### config.mk
export PLATFORM = sky130hd
export DESIGN_NAME = pipe_ctrl
export DESIGN_NICKNAME = d
export VERILOG_FILES = /design/src/rtl/pipe_ctrl.sv
export SDC_FILE = /design/constraint.sdc
export NUM_CORES = 1
export LEC_CHECK = 0
export CORE_AREA = 2 2 92 94
export DETAILED_ROUTE_END_ITERATION = 6
export DIE_AREA = 0 0 94 96
export GPL_TIMING_DRIVEN = 0
export HOLD_SLACK_MARGIN = 0.05
export PLACE_DENSITY_LB_ADDON = 0.3
export SYNTH_ARGS = -nofsm -noshare
export SYNTH_HDL_FRONTEND = slang
export SYNTH_SLANG_ARGS = --single-unit
### constraint.sdc
create_clock -name clk -period 3.7 [get_ports clk]
set_input_delay 0.74 -clock clk [delete_from_list [all_inputs] [get_ports clk]]
set_output_delay 0.74 -clock clk [all_outputs]
set_load 0.02 [all_outputs]
### src/rtl/pipe_ctrl.sv
// rtl/pipe_ctrl.sv - pipeline stall/flush sequencer and PC redirect; optional load-use detection under PIPE_CTRL_LOADUSE_EN
module pipe_ctrl #(
    parameter int unsigned FLUSH_CYCLES = 1
) (
    input  logic        clk,
    input  logic        rst,
    input  logic        jump_en_i,
    input  logic [31:0] jump_addr_i,
    input  logic        ex_load_i,
    input  logic [4:0]  ex_rd_addr_i,
    input  logic [4:0]  id_rs1_addr_i,
    input  logic [4:0]  id_rs2_addr_i,
    input  logic        id_rs1_used_i,
    input  logic        id_rs2_used_i,
    input  logic        mem_busy_i,
    output logic        jump_en_o,
    output logic [31:0] jump_addr_o,
    output logic        stall_pc_o,
    output logic        stall_if_id_o,
    output logic        stall_id_ex_o,
    output logic        flush_if_id_o,
    output logic        flush_id_ex_o,
    output logic [31:0] stall_cnt_o
);

    typedef enum logic [1:0] {
        ST_RUN,
        ST_FLUSH,
        ST_BUSY
    } state_e;

    // Remaining flush cycles loaded after the jump cycle itself
    localparam logic [3:0] FLUSH_RELOAD = 4'(FLUSH_CYCLES - 1);
    localparam bit         MULTI_FLUSH  = (FLUSH_CYCLES > 1);

    state_e      state_q, state_d;
    logic [3:0]  flush_cnt_q, flush_cnt_d;
    logic        pend_jump_q, pend_jump_d;
    logic [31:0] pend_addr_q, pend_addr_d;
    logic [31:0] stall_cnt_q, stall_cnt_d;
    logic        load_use;

`ifdef PIPE_CTRL_LOADUSE_EN
    // Load in EX whose destination is read by the instruction in ID
    assign load_use = ex_load_i && (ex_rd_addr_i != 5'd0) &&
                      ((id_rs1_used_i && (id_rs1_addr_i == ex_rd_addr_i)) ||
                       (id_rs2_used_i && (id_rs2_addr_i == ex_rd_addr_i)));
`else
    // Core forwards from MEM; hazard inputs are intentionally unused
    logic unused_loaduse;
    assign unused_loaduse = ^{ex_load_i, ex_rd_addr_i, id_rs1_addr_i, id_rs2_addr_i,
                              id_rs1_used_i, id_rs2_used_i};
    assign load_use = 1'b0;
`endif

    // Next-state and combinational stage controls; priority busy > jump > load-use
    always_comb begin
        state_d       = state_q;
        flush_cnt_d   = flush_cnt_q;
        pend_jump_d   = pend_jump_q;
        pend_addr_d   = pend_addr_q;
        jump_en_o     = 1'b0;
        jump_addr_o   = jump_addr_i;
        stall_pc_o    = 1'b0;
        stall_if_id_o = 1'b0;
        stall_id_ex_o = 1'b0;
        flush_if_id_o = 1'b0;
        flush_id_ex_o = 1'b0;
        unique case (state_q)
            ST_RUN: begin
                if (mem_busy_i) begin
                    stall_pc_o    = 1'b1;
                    stall_if_id_o = 1'b1;
                    stall_id_ex_o = 1'b1;
                    state_d       = ST_BUSY;
                    if (jump_en_i) begin
                        pend_jump_d = 1'b1;
                        pend_addr_d = jump_addr_i;
                    end
                end else if (jump_en_i) begin
                    jump_en_o     = 1'b1;
                    flush_if_id_o = 1'b1;
                    flush_id_ex_o = 1'b1;
                    if (MULTI_FLUSH) begin
                        state_d     = ST_FLUSH;
                        flush_cnt_d = FLUSH_RELOAD;
                    end
                end else if (load_use) begin
                    stall_pc_o    = 1'b1;
                    stall_if_id_o = 1'b1;
                    flush_id_ex_o = 1'b1;
                end
            end
            ST_FLUSH: begin
                if (mem_busy_i) begin
                    stall_pc_o    = 1'b1;
                    stall_if_id_o = 1'b1;
                    stall_id_ex_o = 1'b1;
                end else begin
                    flush_if_id_o = 1'b1;
                    flush_id_ex_o = 1'b1;
                    flush_cnt_d   = flush_cnt_q - 4'd1;
                    if (flush_cnt_q <= 4'd1) begin
                        state_d = ST_RUN;
                    end
                end
            end
            ST_BUSY: begin
                if (mem_busy_i) begin
                    stall_pc_o    = 1'b1;
                    stall_if_id_o = 1'b1;
                    stall_id_ex_o = 1'b1;
                    if (jump_en_i && !pend_jump_q) begin
                        pend_jump_d = 1'b1;
                        pend_addr_d = jump_addr_i;
                    end
                end else if (pend_jump_q) begin
                    jump_en_o     = 1'b1;
                    jump_addr_o   = pend_addr_q;
                    flush_if_id_o = 1'b1;
                    flush_id_ex_o = 1'b1;
                    pend_jump_d   = 1'b0;
                    if (MULTI_FLUSH) begin
                        state_d     = ST_FLUSH;
                        flush_cnt_d = FLUSH_RELOAD;
                    end else begin
                        state_d = ST_RUN;
                    end
                end else begin
                    state_d = ST_RUN;
                end
            end
            default: state_d = ST_RUN;
        endcase
    end

    // Performance counter of PC-stall cycles, wraps naturally
    always_comb begin
        stall_cnt_d = stall_cnt_q;
        if (stall_pc_o) begin
            stall_cnt_d = stall_cnt_q + 32'd1;
        end
    end

    assign stall_cnt_o = stall_cnt_q;

    // State registers; reset drops any pending jump and remaining flush cycles
    always_ff @(posedge clk or negedge rst) begin
        if (!rst) begin
            state_q     <= ST_RUN;
            flush_cnt_q <= 4'd0;
            pend_jump_q <= 1'b0;
            pend_addr_q <= 32'd0;
            stall_cnt_q <= 32'd0;
        end else begin
            state_q     <= state_d;
            flush_cnt_q <= flush_cnt_d;
            pend_jump_q <= pend_jump_d;
            pend_addr_q <= pend_addr_d;
            stall_cnt_q <= stall_cnt_d;
        end
    end

endmodule

Word level (Yosys, flattened, before mapping)
Cells that the tools add are included.

$add $sub $neg: 2. Order comparisons: 1. Eq/ne operators: 10. Mux-type cells: 27. Bitwise logic cells: 1. Reductions and logical operators: 9.

Operator list (number): $mux 32 (7); $pmux 32 s2 (1); $add 32x1->32 const B (1); $ne 2x2->1 const B (7); $mux 1 (11); $mux 2 (4); $reduce_and 4->1 (2); $pmux 2 s3 (1); $reduce_and 5->1 (1); $le 4x1->1 const B (1); $pmux 1 s2 (2); $sub 4x1->4 const B (1); $ne 3x3->1 const B (1); $pmux 1 s3 (1); $reduce_or 3->1 (1); $eq 2x1->1 const B (1); $eq 2x2->1 const B (1); $logic_not 2->1 (1); $reduce_and 2->1 (1); $reduce_bool 2->1 (1); $logic_and 1x1->1 (1); $logic_not 1->1 (1); $not 1->1 (1).

Flip-flop bits (word level): 71. Input port bits: 54. Output and inout bits: 70.

Longest topological paths before layout
Word-level depth: 5. Depth in mapped cells: 7. Mapped depth without buffers: 5.

Worst setup path after synthesis
No wires, ideal clock.

Path kind: input to output. Start point: in mem_busy_i. End point: out jump_addr_o[10]. Arrival: 1.743 ns. Required time: 2.960 ns. Setup slack: 1.217 ns. Stages on the path: 5. Buffers on the path: 2. Cell sequence: buf_4 > inv_1 > nand3_1 > buf_2 > mux2_2.

Cells in the longest elaborated chain, start to end: 2.

Ends and longest elaborated chain: start, declared (line 15) `input logic mem_busy_i,`; $mux 32 (line 109) `if (mem_busy_i) begin`; $mux 32 (line 69) `unique case (state_q)`; end, declared (line 17) `output logic [31:0] jump_addr_o,`.

No other way between the ends.

Final worst setup path
Start point: in mem_busy_i. End point: out jump_addr_o[30].

The elaborated chain is that of the path after synthesis.

==> run metrics <==
hold crit path type flop to flop; CTS root buffer clkbuf_8; first-pass GRT wire length 11340 µm; largest net degree at the start of global routing 67; max-capacitance violation count 0; syn_nets 314; crit path capture jump_addr_o[30]; endpoints failing setup 0; via count 2359; Seq pwr share 0.391; Worst Tran Pin Value 0.8224 ns; Die W 94 µm; Iter 0 DRT Violations 45; antenna violations before repair 0; CTS Sinks 66; worst vdd ir 0.3909 mV; initial core utilization 0.4123; Pwr Density 593.0 nW/µm²; Avg Inst Size Synth 12.97 µm²; overall routing resource usage 0.1605; Reg2Reg Launch Point state_q[1]; Syn Std Cell Area 3319 µm²; boundary pin count 124; Switch Pwr 0.9012 mW; Comb power frac 0.405; Final ANT Viol Nets 0; cell-internal power 1.874 mW; relative max-transition margin 0.4518; Worst Setup Start Kind input port; worst path required time 2.96 ns; # nets final 429; Avg WL per Cell 14.40 µm; Sw Share 0.3247; core box area 8051 µm²; clk slew on worst S/H paths 0.07 ns; DRC viols 0; Cells after Synth 256; synthesis-stage register bit count 66; Min Clock Period, post-route 3.202 ns; DIE AREA 9024 µm²; crit share post-route 0.8654; worst reg2reg setup slack 1.91 ns; total grt overflow 0; Clock Skew 0.009471 ns; final max-slew violation count 0; WS Path Type input port to primary output; GPL Wtd Cong 0.7449; CP max FO 10; clock buffer depth 2; Num CTS Buffers 9; endpoints failing hold 0; Leak 1.999 nW; post-synthesis sequential area ratio 0.4975; TNS Setup 0 ns; layout cells sized above 1 0.3032; IO Port Bufs 104; dpl ws 0.4683 ns; Worst setup EP type primary output; worst skew pair latency 0.33 ns; Max Freq 312.3 MHz; reg2reg path depth 6; Netlist cell types 30; 1st-pass router iterations 4; Ys Warns 0; vias per cell 4.904; # diodes 0; vias in the first global route 2396; fillcell total 701; clock power share 0.204; die extent in y 96 µm; routed wire length 6924 µm; final setup margin 0.4979 ns; Critical Path Start mem_busy_i; post-CTS sizing 0; H-Tree Depth 3; post-DP HPWL 4895 µm; CTS Hold Buffers Added 0; P&R area growth vs syn 40.97%; row cnt 33; RR Endpoint pend_addr_q[8]; CTS tree built; CP Data Arrival Time 2.46 ns; Post-CTS Setup Bufs 0; RSZ-0062 raised after global routing no; status finished, final reports clean
## synth_stat cells (all sizes together)
cell type	count	area share
nand2	13	0.015
ha	4	0.015
nor3	3	0.0045
xor2	21	0.055
xnor2	11	0.029
nor2	9	0.010
clkbuf	1	0.0015
nor4b	1	0.0045
o31ai	1	0.0023
nand2b	1	0.0019
a21oi	2	0.0030
o21ai	1	0.0015
nand4	9	0.031
nor2b	1	0.0019
mux2	65	0.22
and3	1	0.0019
nand3	10	0.017
buf	15	0.029
inv	5	0.0057
and4	5	0.015
and2	1	0.0019
dfrtp	66	0.50
nor4	10	0.036
## routing by layer
metal | up-vias | routed length (µm) | global-route usage
li1 | 1129 | - | -
met1 | 1141 | 3164 | 0.2074
met2 | 78 | 3192 | 0.2583
met3 | 11 | 458 | 0.03994
met4 | 0 | 108 | 0.06763
met5 | - | 0 | 0
## final cells by class
type	count	area (µm²)	share of cell area
Sequential cell	66	1652	0.3529
Tap cell	105	131.4	0.02807
Clock buffer	12	165.2	0.03529
Multi-Input combinational cell	169	1549	0.3310
Inverter	5	18.77	0.004011
Timing Repair Buffer	104	1039	0.2219
Buffer	16	100.1	0.02139
Clock inverter	4	25.02	0.005348
## worst max-delay path, cell delays in order
cell             delay, ns
buf_4                 0.14
inv_1                 0.10
nand3_1               0.24
buf_2                 0.32
mux2_2                0.36
clkdlybuf4s50_1       0.55
## cells by family after synthesis
group,after synthesis,share of synthesized area
buf+inv,21,0.03580
xor+xnor,32,0.08443
fa+ha+maj,4,0.01508
mux,65,0.2205
compound gates,4,0.006784
simple gates,64,0.1398
flops,66,0.4975
## cell usage in the layout, fill, tap and decap left out, types with 3 or more instances in the layout
master / instances
nand4_4: 3
nor2_1: 9
nor3_1: 3
clkbuf_8: 12
and4_4: 3
nand3_1: 9
clkdlybuf4s50_1: 103
dfrtp_1: 66
xnor2_1: 11
buf_2: 7
nand2_1: 13
nand4_1: 6
buf_4: 7
mux2_2: 65
nor4_2: 9
xor2_1: 21
inv_1: 5
ha_1: 4
## flip-flops by register name (all words and copies together), names as in the netlist
| name | flops |
|---|---|
| pend_addr_q | 32 |
| stall_cnt_o | 32 |
| pend_jump_q | 1 |
| state_q | 1 |
## worst min-delay path by stage
stage	startpoint	end	slack, ns	cells past startpoint
finish	stall_cnt_o[31]	stall_cnt_o[31]	0.46	1
global route	stall_cnt_o[31]	stall_cnt_o[31]	0.49	1
CTS	stall_cnt_o[31]	stall_cnt_o[31]	0.47	1
detailed placement	stall_cnt_o[31]	stall_cnt_o[31]	0.46	1
global placement	stall_cnt_o[31]	stall_cnt_o[31]	0.46	1
floorplan	rst	pend_addr_q[0]	0.44	0
## power groups by stage
stage          Sequential [mW]  Clock, mW  Combinational (mW)
2_1_floorplan             1.11          0               0.688
3_3_place_gp              1.08          0                1.12
3_5_place_dp              1.10          0                1.14
4_1_cts                   1.08      0.592                1.14
5_1_grt                   1.12      0.629                1.22
6_report                  1.08      0.567                1.12
## through the flow
stage / total power [mW] / hold WS [ns] / utilization / instances / cell area, µm²
after global routing: 2.963 / 0.4942 / 0.5812 / 481 / 4679
after floorplan: 1.795 / 0.4444 / - / 256 / 3319
final: 2.775 / 0.4644 / 0.5812 / 481 / 4679
after detailed placement: 2.232 / 0.4569 / 0.5576 / 465 / 4489
after global placement: 2.202 / 0.4564 / 0.5579 / 465 / 4492
after CTS: 2.817 / 0.4714 / 0.5812 / 481 / 4679
(Power assumes the default switching activity.)
